--- config.mk ---
export PLATFORM = sky130hd
export DESIGN_NAME = lpc_host_arbiter_flat
export DESIGN_NICKNAME = d
export VERILOG_FILES = /design/src/rtl/lpc_host_arbiter_if.sv /design/src/rtl/lpc_host_arbiter.sv /design/src/flat_wrapper.sv
export SDC_FILE = /design/constraint.sdc
export NUM_CORES = 1
export LEC_CHECK = 0
export ABC_CLOCK_PERIOD_IN_PS = 1600
export CAP_MARGIN = 20
export CORE_MARGIN = 10
export CORE_UTILIZATION = 56
export CTS_BUF_LIST = sky130_fd_sc_hd__clkbuf_16
export DETAILED_ROUTE_END_ITERATION = 8
export DONT_BUFFER_PORTS = 1
export GPL_TIMING_DRIVEN = 0
export PLACE_DENSITY_LB_ADDON = 0.05
export SLEW_MARGIN = 20
export SYNTH_ARGS = -nofsm -noshare
export SYNTH_HDL_FRONTEND = slang
export SYNTH_SLANG_ARGS = --single-unit
--- constraint.sdc ---
create_clock -name clk_i -period 1.6 [get_ports clk_i]
set_input_delay 0.48 -clock clk_i [delete_from_list [all_inputs] [get_ports clk_i]]
set_output_delay 0.48 -clock clk_i [all_outputs]
set_load 0.01 [all_outputs]
--- src/rtl/lpc_host_arbiter_if.sv ---
// Bundles the requester, lpc_host control and response signals of the arbiter.
// Signal suffixes are named from the arbiter's point of view.
interface lpc_host_arbiter_if;
    logic        req0_valid_i;
    logic        req0_write_i;
    logic        req0_mem_i;
    logic [15:0] req0_addr_i;
    logic [7:0]  req0_data_i;
    logic        req0_ack_o;
    logic        req1_valid_i;
    logic        req1_write_i;
    logic        req1_mem_i;
    logic [15:0] req1_addr_i;
    logic [7:0]  req1_data_i;
    logic        req1_ack_o;
    logic [15:0] ctrl_addr_o;
    logic [7:0]  ctrl_data_o;
    logic        ctrl_lframe_o;
    logic        ctrl_rd_status_o;
    logic        ctrl_wr_status_o;
    logic        ctrl_memory_cycle_o;
    logic [7:0]  ctrl_data_i;
    logic        ctrl_ready_i;
    logic        rsp_valid_o;
    logic        rsp_id_o;
    logic [7:0]  rsp_data_o;
    logic        rsp_err_o;
    logic        busy_o;
    logic [2:0]  state_o;

    modport slave (
        input  req0_valid_i, req0_write_i, req0_mem_i, req0_addr_i, req0_data_i,
        input  req1_valid_i, req1_write_i, req1_mem_i, req1_addr_i, req1_data_i,
        input  ctrl_data_i, ctrl_ready_i,
        output req0_ack_o, req1_ack_o,
        output ctrl_addr_o, ctrl_data_o, ctrl_lframe_o, ctrl_rd_status_o,
        output ctrl_wr_status_o, ctrl_memory_cycle_o,
        output rsp_valid_o, rsp_id_o, rsp_data_o, rsp_err_o, busy_o, state_o
    );

    modport master (
        output req0_valid_i, req0_write_i, req0_mem_i, req0_addr_i, req0_data_i,
        output req1_valid_i, req1_write_i, req1_mem_i, req1_addr_i, req1_data_i,
        output ctrl_data_i, ctrl_ready_i,
        input  req0_ack_o, req1_ack_o,
        input  ctrl_addr_o, ctrl_data_o, ctrl_lframe_o, ctrl_rd_status_o,
        input  ctrl_wr_status_o, ctrl_memory_cycle_o,
        input  rsp_valid_o, rsp_id_o, rsp_data_o, rsp_err_o, busy_o, state_o
    );
endinterface

--- src/rtl/lpc_host_arbiter.sv ---
// Round-robin arbiter sharing one lpc_host control port between two requesters.
// All control/response outputs are registered from the next-state decode.
module lpc_host_arbiter #(
    parameter int unsigned LFRAME_CYCLES  = 2,
    parameter int unsigned TIMEOUT_CYCLES = 256
) (
    input  logic                 clk_i,
    input  logic                 nrst_i,
    lpc_host_arbiter_if.slave    bus
);
    typedef enum logic [2:0] {
        ST_IDLE      = 3'd0,
        ST_START     = 3'd1,
        ST_WAIT_BUSY = 3'd2,
        ST_WAIT_DONE = 3'd3,
        ST_RESP      = 3'd4
    } state_e;

    localparam logic [15:0] LFRAME_LAST = 16'(LFRAME_CYCLES - 1);
    localparam logic [15:0] TMO_LAST    = 16'(TIMEOUT_CYCLES - 1);

    state_e      state_q, state_d;
    logic        last_grant_q, last_grant_d;
    logic        id_q, id_d;
    logic        write_q, write_d;
    logic        mem_q, mem_d;
    logic [15:0] addr_q, addr_d;
    logic [7:0]  data_q, data_d;
    logic [15:0] cnt_q, cnt_d;
    logic        ack0_q, ack0_d, ack1_q, ack1_d;
    logic        lframe_q, lframe_d;
    logic        rd_q, rd_d, wr_q, wr_d;
    logic        rsp_valid_q, rsp_valid_d;
    logic        rsp_id_q, rsp_id_d;
    logic [7:0]  rsp_data_q, rsp_data_d;
    logic        rsp_err_q, rsp_err_d;
    logic        busy_q, busy_d;
    logic        gnt_s;
    logic        active_s;

    // Next-state, request latching and next-output decode.
    always_comb begin
        state_d      = state_q;
        last_grant_d = last_grant_q;
        id_d         = id_q;
        write_d      = write_q;
        mem_d        = mem_q;
        addr_d       = addr_q;
        data_d       = data_q;
        cnt_d        = cnt_q + 16'd1;
        ack0_d       = 1'b0;
        ack1_d       = 1'b0;
        rsp_valid_d  = 1'b0;
        rsp_id_d     = 1'b0;
        rsp_data_d   = 8'h00;
        rsp_err_d    = 1'b0;
        gnt_s        = 1'b0;

        case (state_q)
            ST_IDLE: begin
                cnt_d = 16'd0;
                if (bus.ctrl_ready_i && (bus.req0_valid_i || bus.req1_valid_i)) begin
                    // With both pending, the requester not served last wins.
                    if (bus.req0_valid_i && bus.req1_valid_i) begin
                        gnt_s = ~last_grant_q;
                    end else begin
                        gnt_s = bus.req1_valid_i;
                    end
                    ack0_d       = ~gnt_s;
                    ack1_d       = gnt_s;
                    id_d         = gnt_s;
                    last_grant_d = gnt_s;
                    write_d      = gnt_s ? bus.req1_write_i : bus.req0_write_i;
                    mem_d        = gnt_s ? bus.req1_mem_i   : bus.req0_mem_i;
                    addr_d       = gnt_s ? bus.req1_addr_i  : bus.req0_addr_i;
                    data_d       = gnt_s ? bus.req1_data_i  : bus.req0_data_i;
                    state_d      = ST_START;
                end else begin
                    state_d = ST_IDLE;
                end
            end
            ST_START: begin
                if (cnt_q == LFRAME_LAST) begin
                    state_d = ST_WAIT_BUSY;
                end else begin
                    state_d = ST_START;
                end
            end
            ST_WAIT_BUSY: begin
                if (cnt_q == TMO_LAST) begin
                    state_d     = ST_RESP;
                    rsp_valid_d = 1'b1;
                    rsp_id_d    = id_q;
                    rsp_err_d   = 1'b1;
                end else if (!bus.ctrl_ready_i) begin
                    state_d = ST_WAIT_DONE;
                end else begin
                    state_d = ST_WAIT_BUSY;
                end
            end
            ST_WAIT_DONE: begin
                if (cnt_q == TMO_LAST) begin
                    state_d     = ST_RESP;
                    rsp_valid_d = 1'b1;
                    rsp_id_d    = id_q;
                    rsp_err_d   = 1'b1;
                end else if (bus.ctrl_ready_i) begin
                    state_d     = ST_RESP;
                    rsp_valid_d = 1'b1;
                    rsp_id_d    = id_q;
                    rsp_data_d  = write_q ? 8'h00 : bus.ctrl_data_i;
                end else begin
                    state_d = ST_WAIT_DONE;
                end
            end
            ST_RESP: begin
                state_d = ST_IDLE;
            end
            default: begin
                state_d = ST_IDLE;
            end
        endcase

        active_s = (state_d == ST_START) || (state_d == ST_WAIT_BUSY) ||
                   (state_d == ST_WAIT_DONE);
        lframe_d = (state_d != ST_START);
        rd_d     = active_s & ~write_d;
        wr_d     = active_s & write_d;
        busy_d   = (state_d != ST_IDLE);
    end

    // State, latches and registered outputs.
    always_ff @(posedge clk_i or negedge nrst_i) begin
        if (!nrst_i) begin
            state_q      <= ST_IDLE;
            last_grant_q <= 1'b1;
            id_q         <= 1'b0;
            write_q      <= 1'b0;
            mem_q        <= 1'b0;
            addr_q       <= 16'h0000;
            data_q       <= 8'h00;
            cnt_q        <= 16'd0;
            ack0_q       <= 1'b0;
            ack1_q       <= 1'b0;
            lframe_q     <= 1'b1;
            rd_q         <= 1'b0;
            wr_q         <= 1'b0;
            rsp_valid_q  <= 1'b0;
            rsp_id_q     <= 1'b0;
            rsp_data_q   <= 8'h00;
            rsp_err_q    <= 1'b0;
            busy_q       <= 1'b0;
        end else begin
            state_q      <= state_d;
            last_grant_q <= last_grant_d;
            id_q         <= id_d;
            write_q      <= write_d;
            mem_q        <= mem_d;
            addr_q       <= addr_d;
            data_q       <= data_d;
            cnt_q        <= cnt_d;
            ack0_q       <= ack0_d;
            ack1_q       <= ack1_d;
            lframe_q     <= lframe_d;
            rd_q         <= rd_d;
            wr_q         <= wr_d;
            rsp_valid_q  <= rsp_valid_d;
            rsp_id_q     <= rsp_id_d;
            rsp_data_q   <= rsp_data_d;
            rsp_err_q    <= rsp_err_d;
            busy_q       <= busy_d;
        end
    end

    assign bus.req0_ack_o          = ack0_q;
    assign bus.req1_ack_o          = ack1_q;
    assign bus.ctrl_addr_o         = addr_q;
    assign bus.ctrl_data_o         = data_q;
    assign bus.ctrl_memory_cycle_o = mem_q;
    assign bus.ctrl_lframe_o       = lframe_q;
    assign bus.ctrl_rd_status_o    = rd_q;
    assign bus.ctrl_wr_status_o    = wr_q;
    assign bus.rsp_valid_o         = rsp_valid_q;
    assign bus.rsp_id_o            = rsp_id_q;
    assign bus.rsp_data_o          = rsp_data_q;
    assign bus.rsp_err_o           = rsp_err_q;
    assign bus.busy_o              = busy_q;
    assign bus.state_o             = state_q;
endmodule

--- src/flat_wrapper.sv ---
// flat-port wrapper written by rule: the top's interface ports become plain ports
module lpc_host_arbiter_flat 
#(
    parameter int unsigned LFRAME_CYCLES  = 2,
    parameter int unsigned TIMEOUT_CYCLES = 256
)
  (clk_i, nrst_i, bus_req0_valid_i, bus_req0_write_i, bus_req0_mem_i, bus_req0_addr_i, bus_req0_data_i, bus_req1_valid_i, bus_req1_write_i, bus_req1_mem_i, bus_req1_addr_i, bus_req1_data_i, bus_ctrl_data_i, bus_ctrl_ready_i, bus_req0_ack_o, bus_req1_ack_o, bus_ctrl_addr_o, bus_ctrl_data_o, bus_ctrl_lframe_o, bus_ctrl_rd_status_o, bus_ctrl_wr_status_o, bus_ctrl_memory_cycle_o, bus_rsp_valid_o, bus_rsp_id_o, bus_rsp_data_o, bus_rsp_err_o, bus_busy_o, bus_state_o);
  lpc_host_arbiter_if bus_i ();
  input  logic clk_i;
  input  logic nrst_i;
  input wire logic [$bits(bus_i.req0_valid_i)-1:0] bus_req0_valid_i;
  input wire logic [$bits(bus_i.req0_write_i)-1:0] bus_req0_write_i;
  input wire logic [$bits(bus_i.req0_mem_i)-1:0] bus_req0_mem_i;
  input wire logic [$bits(bus_i.req0_addr_i)-1:0] bus_req0_addr_i;
  input wire logic [$bits(bus_i.req0_data_i)-1:0] bus_req0_data_i;
  input wire logic [$bits(bus_i.req1_valid_i)-1:0] bus_req1_valid_i;
  input wire logic [$bits(bus_i.req1_write_i)-1:0] bus_req1_write_i;
  input wire logic [$bits(bus_i.req1_mem_i)-1:0] bus_req1_mem_i;
  input wire logic [$bits(bus_i.req1_addr_i)-1:0] bus_req1_addr_i;
  input wire logic [$bits(bus_i.req1_data_i)-1:0] bus_req1_data_i;
  input wire logic [$bits(bus_i.ctrl_data_i)-1:0] bus_ctrl_data_i;
  input wire logic [$bits(bus_i.ctrl_ready_i)-1:0] bus_ctrl_ready_i;
  output wire logic [$bits(bus_i.req0_ack_o)-1:0] bus_req0_ack_o;
  output wire logic [$bits(bus_i.req1_ack_o)-1:0] bus_req1_ack_o;
  output wire logic [$bits(bus_i.ctrl_addr_o)-1:0] bus_ctrl_addr_o;
  output wire logic [$bits(bus_i.ctrl_data_o)-1:0] bus_ctrl_data_o;
  output wire logic [$bits(bus_i.ctrl_lframe_o)-1:0] bus_ctrl_lframe_o;
  output wire logic [$bits(bus_i.ctrl_rd_status_o)-1:0] bus_ctrl_rd_status_o;
  output wire logic [$bits(bus_i.ctrl_wr_status_o)-1:0] bus_ctrl_wr_status_o;
  output wire logic [$bits(bus_i.ctrl_memory_cycle_o)-1:0] bus_ctrl_memory_cycle_o;
  output wire logic [$bits(bus_i.rsp_valid_o)-1:0] bus_rsp_valid_o;
  output wire logic [$bits(bus_i.rsp_id_o)-1:0] bus_rsp_id_o;
  output wire logic [$bits(bus_i.rsp_data_o)-1:0] bus_rsp_data_o;
  output wire logic [$bits(bus_i.rsp_err_o)-1:0] bus_rsp_err_o;
  output wire logic [$bits(bus_i.busy_o)-1:0] bus_busy_o;
  output wire logic [$bits(bus_i.state_o)-1:0] bus_state_o;
  assign bus_i.req0_valid_i = bus_req0_valid_i;
  assign bus_i.req0_write_i = bus_req0_write_i;
  assign bus_i.req0_mem_i = bus_req0_mem_i;
  assign bus_i.req0_addr_i = bus_req0_addr_i;
  assign bus_i.req0_data_i = bus_req0_data_i;
  assign bus_i.req1_valid_i = bus_req1_valid_i;
  assign bus_i.req1_write_i = bus_req1_write_i;
  assign bus_i.req1_mem_i = bus_req1_mem_i;
  assign bus_i.req1_addr_i = bus_req1_addr_i;
  assign bus_i.req1_data_i = bus_req1_data_i;
  assign bus_i.ctrl_data_i = bus_ctrl_data_i;
  assign bus_i.ctrl_ready_i = bus_ctrl_ready_i;
  assign bus_req0_ack_o = bus_i.req0_ack_o;
  assign bus_req1_ack_o = bus_i.req1_ack_o;
  assign bus_ctrl_addr_o = bus_i.ctrl_addr_o;
  assign bus_ctrl_data_o = bus_i.ctrl_data_o;
  assign bus_ctrl_lframe_o = bus_i.ctrl_lframe_o;
  assign bus_ctrl_rd_status_o = bus_i.ctrl_rd_status_o;
  assign bus_ctrl_wr_status_o = bus_i.ctrl_wr_status_o;
  assign bus_ctrl_memory_cycle_o = bus_i.ctrl_memory_cycle_o;
  assign bus_rsp_valid_o = bus_i.rsp_valid_o;
  assign bus_rsp_id_o = bus_i.rsp_id_o;
  assign bus_rsp_data_o = bus_i.rsp_data_o;
  assign bus_rsp_err_o = bus_i.rsp_err_o;
  assign bus_busy_o = bus_i.busy_o;
  assign bus_state_o = bus_i.state_o;
  lpc_host_arbiter #(.LFRAME_CYCLES(LFRAME_CYCLES), .TIMEOUT_CYCLES(TIMEOUT_CYCLES)) u_core (.clk_i(clk_i), .nrst_i(nrst_i), .bus(bus_i));
endmodule
* Word-level counts from Yosys, hierarchy flattened *
Index checks and enable logic that the tools add are counted.

cells by class
  div/mod/pow operators = 0
  equal/unequal tests = 9
  bitwise logic cells = 5
  magnitude comparators = 0
  $mul = 0
  reductions and logical operators = 9
  muxes and demuxes = 34
  shifts and indexed selects = 0
  add/sub/neg operators = 1

operator list
  operator                                                                  count
  8-bit 2-to-1 mux                                                          5
  16-bit 2-to-1 mux                                                         2
  1-bit 2-to-1 mux                                                          20
  16-bit by 1-bit adder with 16-bit output (second input constant)          1
  16-bit by 1-bit == test with 1-bit output (second input constant)         1
  16-bit by 8-bit == test with 1-bit output (second input constant)         1
  3-bit by 2-bit == test with 1-bit output (second input constant)          4
  3-bit case mux with 4 select lines                                        1
  3-bit 2-to-1 mux                                                          3
  3-bit by 1-bit == test with 1-bit output (second input constant)          2
  1-bit case mux with 2 select lines                                        2
  3-bit logical NOT                                                         1
  1-bit logical OR                                                          3
  3-bit by 1-bit inequality test with 1-bit output (second input constant)  1
  1-bit inverter                                                            3
  3-bit nonzero test                                                        1
  1-bit bitwise AND                                                         2
  1-bit logical AND                                                         2
  2-bit 2-to-1 mux                                                          1
  2-bit AND reduction                                                       1
  2-bit OR reduction                                                        1

word-level totals
  latch bits = 0
  bits in registers = 64
  bits of input ports = 65
  memories kept = 0
  memory bits (writable) = 0
  word-level logic and storage cells = 76
  output and inout port bits = 45
  bits in read-only memories = 0

* Depth between registers and ports, before layout *
Gate-level depths: netlist of run 1.

  depth after elaboration = 9
  mapped depth = 7
  depth with buffers taken out = 6

* Least setup slack after synthesis of run 1 *
OpenSTA, ideal clock, no wires.

  path kind = register to register
  from = register u_core.state_q[1] (netlist: u_core.bus.state_o[1])
  to = register u_core.data_q[0] (netlist: u_core.bus.ctrl_data_o[0])
  period minus slack after synthesis = 1.610 ns
  data required time = 1.473 ns
  path buffers = 3
  setup time = 0.127 ns
  setup slack = -0.010 ns
  arrival = 1.483 ns
  cell stages (with the launch flop) = 8
  cell sequence = dfrtp_1 > nor3_2 > buf_6 > o211ai_4 > buf_2 > buf_2 > a222oi_1 > inv_1

between the ends
  longest elaborated chain between the ends = 2

ends and longest elaborated chain
  item                           line                     source
  start, declared                lpc_host_arbiter.sv:22   state_e state_q, state_d;
  start signal, assigned         lpc_host_arbiter.sv:154  state_q <= state_d;
  3-bit logical NOT              lpc_host_arbiter.sv:59   case (state_q)
  2-bit AND reduction (no line)  n/a
  end signal, assigned           lpc_host_arbiter.sv:160  data_q <= data_d;
  end, declared                  lpc_host_arbiter.sv:28   logic [7:0] data_q, data_d;

Every way passes these cells.
A chain may end at the register's enable or synchronous reset.

* Final worst setup path of run 1 *
  from = register u_core.state_q[2] (netlist: u_core.bus.state_o[2])
  to = register u_core.addr_q[5] (netlist: u_core.bus.ctrl_addr_o[5])

between the ends
  longest elaborated chain between the ends = 2

ends and longest elaborated chain
  item                           line                     source
  3-bit logical NOT              lpc_host_arbiter.sv:59
  2-bit AND reduction (no line)  n/a
  end signal, assigned           lpc_host_arbiter.sv:159  addr_q <= addr_d;
  end, declared                  lpc_host_arbiter.sv:27   logic [15:0] addr_q, addr_d;

Every way passes these cells.

==> summary.md, run 1 <==
| Metric | Value |
|---|---|
| Final hold vios | 62 |
| Design Power | 0.00630 W |
| Clk root buf | clkbuf_16 |
| Skew final | 0.00456 ns |
| Clock transition at path regs | 0.05 ns |
| Core box area | 4660 um^2 |
| Final nets | 329 |
| Largest net degree at the start of global routing | 65 |
| Seq/Total Area, Yosys | 0.602 |
| Dpl ws | -0.239 ns |
| Critical path class | register to register |
| Outcome | complete, but fails checks |
| Die X | 89.0 um |
| TritonCTS buffer count | 9 |
| Reg2Reg Setup Slack | -0.07 ns |
| Synth top area share | 0.583 |
| Post-route setup slack | -0.0737 ns |
| Initial Utilization | 0.571 |
| Via Count | 2053 |
| Vias/cell | 6.40 |
| GR Overflow Total | 0 |
| Syn Inst Count | 230 |
| Syn Area/Cell | 11.6 um^2 |
| Slew headroom | 0.750 |
| Yosys top cell by area | dfrtp_1 |
| Ys async rst share | 1.00 |
| Top post-synthesis cells by area | dfrtp_1 58%, a222oi_1 9.8%, inv_1 4.7%, xnor2_1 3.3%, nor2_1 2.4% |
| Hpwl dp | 4890 um |
| Fin crit share | 1.05 |
| Top_reg_cell synth | dfrtp_1 |
| Pre-Repair DR Iteration Count | 6 |
| Worst hold-check path type | input port to async pin |
| Cell Area, Synth | 2660 um^2 |
| Critical Path Start | u_core.bus.state_o[2] |
| Final cell count without fillers | 321 |
| Layout area overhead | 30.5% |
| Crit-path max FO | 8 |
| Vias in the first global route | 2108 |
| Power per cell area | 1810 nW/um^2 |
| Final Wtd Congestion | 0.857 |
| DRC viols | 0 |
| IO Count | 110 |
| Clk_lat worst skew | 0.32 ns |
| Post-synth EDFFs | 0 |
| H-tree levels | 3 |
| Placed insts | 284 |
| Worst slew pin tran | 0.372 ns |
| Num rows | 25 |
| Max-cap violations | 0 |
| Max Clock Freq | 597 MHz |
| Worst R2R Start | u_core.bus.state_o[2] |
| RSZ-0062 raised after global routing | yes |
| Die area | 7910 um^2 |
| CTS tree | done |
| Crit path time final | 1.67 ns |
| Data arrival time of the critical path | 1.87 ns |
| CTS sink cnt | 64 |
| Syn nets | 297 |
| Port bufs | 0 |
| Setup-failing EPs final | 14 |
| CP Launch Type | register |
| #FFs+latches synth | 64 |
| Post-synth top cells | 62 x dfrtp_1, 33 x inv_1, 26 x a222oi_1 |
| Final WL | 7360 um |
| P_leak | 1.70 nW |
| VDD IR-drop max | 1100 uV |
| Crit end category | register |
| Initial antenna violation count | 0 |
| Die height | 89.0 um |
| Netlist cell types | 34 |
| Top-count cell post-synth | dfrtp_1 |
| Number of DRC markers in iteration 0 | 180 |
| Slew Viols, Final | 0 |
| Clock Tree Buf Depth | 2 |
| Failing checks | negative hold slack, negative setup slack |
| Post-route antenna net violation count | 0 |
| N_diodes | 0 |
| Worst EP required | 1.79 ns |
| YS warnings | 0 |
| Routed WL per cell | 22.9 um |
| First-pass GRT wire length | 11200 um |
| Share of cells above drive strength 1 | 0.285 |
| Total track usage | 0.192 |
| Min Hold Slack | -0.147 ns |
==> power breakdown <==
part | switching, W | internal, W
registers | 0.000588 | 0.00211
clock network | 0.000669 | 0.00135
logic | 0.000769 | 0.000819
==> layout by cell type (no fill, tap or decap), drive strengths merged, types with 3 or more instances in the layout <==
master	netlist	layout
dfrtp	62	62
inv	33	33
buf	10	31
a222oi	26	26
nor2	17	17
xnor2	10	10
clkbuf	1	10
and2	10	10
nand2	7	7
nand3	7	7
nor3	6	6
a21oi	6	6
o21ai	5	5
nor4	5	5
clkinv	0	5
nand4	4	4
or3	3	3
==> stage by stage <==
| stage | hold WS [ns] | setup TNS, ns | util | area [um^2] |
|---|---|---|---|---|
| after global routing | -0.167 | -2.93 | 0.746 | 3480 |
| after global placement | 0.186 | -4.89 | 0.589 | 2750 |
| after floorplan | 0.184 | 0 | - | 2680 |
| after detailed placement | 0.186 | -6.55 | 0.589 | 2750 |
| final | -0.147 | -0.382 | 0.746 | 3480 |
| after CTS | -0.158 | -0.432 | 0.715 | 3330 |
==> sequential cells by signal, summed over array words and instances (netlist names) <==
| name | cells |
|---|---|
| u_core.bus.ctrl_addr_o | 16 |
| u_core.cnt_q | 16 |
| u_core.bus.ctrl_data_o | 8 |
| u_core.bus.rsp_data_o | 8 |
| u_core.bus.state_o | 3 |
| u_core.bus.busy_o | 1 |
| u_core.bus.ctrl_lframe_o | 1 |
| u_core.bus.ctrl_memory_cycle_o | 1 |
| u_core.bus.ctrl_rd_status_o | 1 |
| u_core.bus.ctrl_wr_status_o | 1 |
| u_core.bus.req0_ack_o | 1 |
| u_core.bus.req1_ack_o | 1 |
| u_core.bus.rsp_err_o | 1 |
| u_core.bus.rsp_id_o | 1 |
| u_core.bus.rsp_valid_o | 1 |
| u_core.id_q | 1 |
| u_core.last_grant_q | 1 |
| u_core.write_q | 1 |
==> worst paths after layout <==
check,end,cells past startpoint
max,u_core.bus.ctrl_addr_o[5],7
min,u_core.bus.rsp_data_o[5],0
max reg2reg,u_core.bus.ctrl_addr_o[5],7
min reg2reg,u_core.id_q,1
max in group asynchronous,u_core.last_grant_q,0
min in group clk_i,u_core.bus.state_o[0],1
==> area by class of cell <==
class | count | area (um^2)
sequential | 64 | 1610
fill | 306 | 1180
multi-input combinational | 122 | 1010
timing repair buffer | 21 | 230
clock buffer | 9 | 225
inverter | 33 | 124
buffer | 11 | 121
clock inverter | 7 | 86.3
tap | 54 | 67.6
==> worst max-delay path: stages (launching register included) <==
cell and delay (ns):
dfrtp_2 0.46, nor3_4 0.22, buf_6 0.14, o211ai_4 0.07
buf_6 0.15, buf_12 0.13, a222oi_1 0.27, inv_1 0.09
==> kinds of logic (layout without fill, tap and decap cells) <==
kind of cell | Yosys count | after routing | synth area share
compound gates | 43 | 43 | 0.143
flops | 64 | 64 | 0.602
fa+ha+maj | 2 | 2 | 0.00940
simple gates | 66 | 66 | 0.140
xor+xnor | 11 | 11 | 0.0362
buf+inv | 44 | 81 | 0.0691
==> what timing repair did <==
item | in CTS | in global routing
endpoints found under the hold margin | 64 | 63
endpoints found under the setup margin | 41 | 42
resized for setup | 34 | 18
setup buffers | 9 | 10
pin swaps | 30 | 29
cloned | 3 | 0
==> per-layer routing <==
metal	wire length, um	part of all wire	GRT usage	vias to the layer above
met3	804	0.11	0.113	13
met4	145	0.020	0.0723	0
met5	0	0	0	-
met2	3620	0.49	0.297	111
li1	-	-	-	901
met1	2790	0.38	0.215	1028
No activity file was read; power rests on OpenSTA's default activity.
==> run 2: changes to the inputs <==
CAP_MARGIN = default   (was 20)
==> results of run 2 <==
Same layout as run 1: the final DEF is identical, and so are final timing and power.
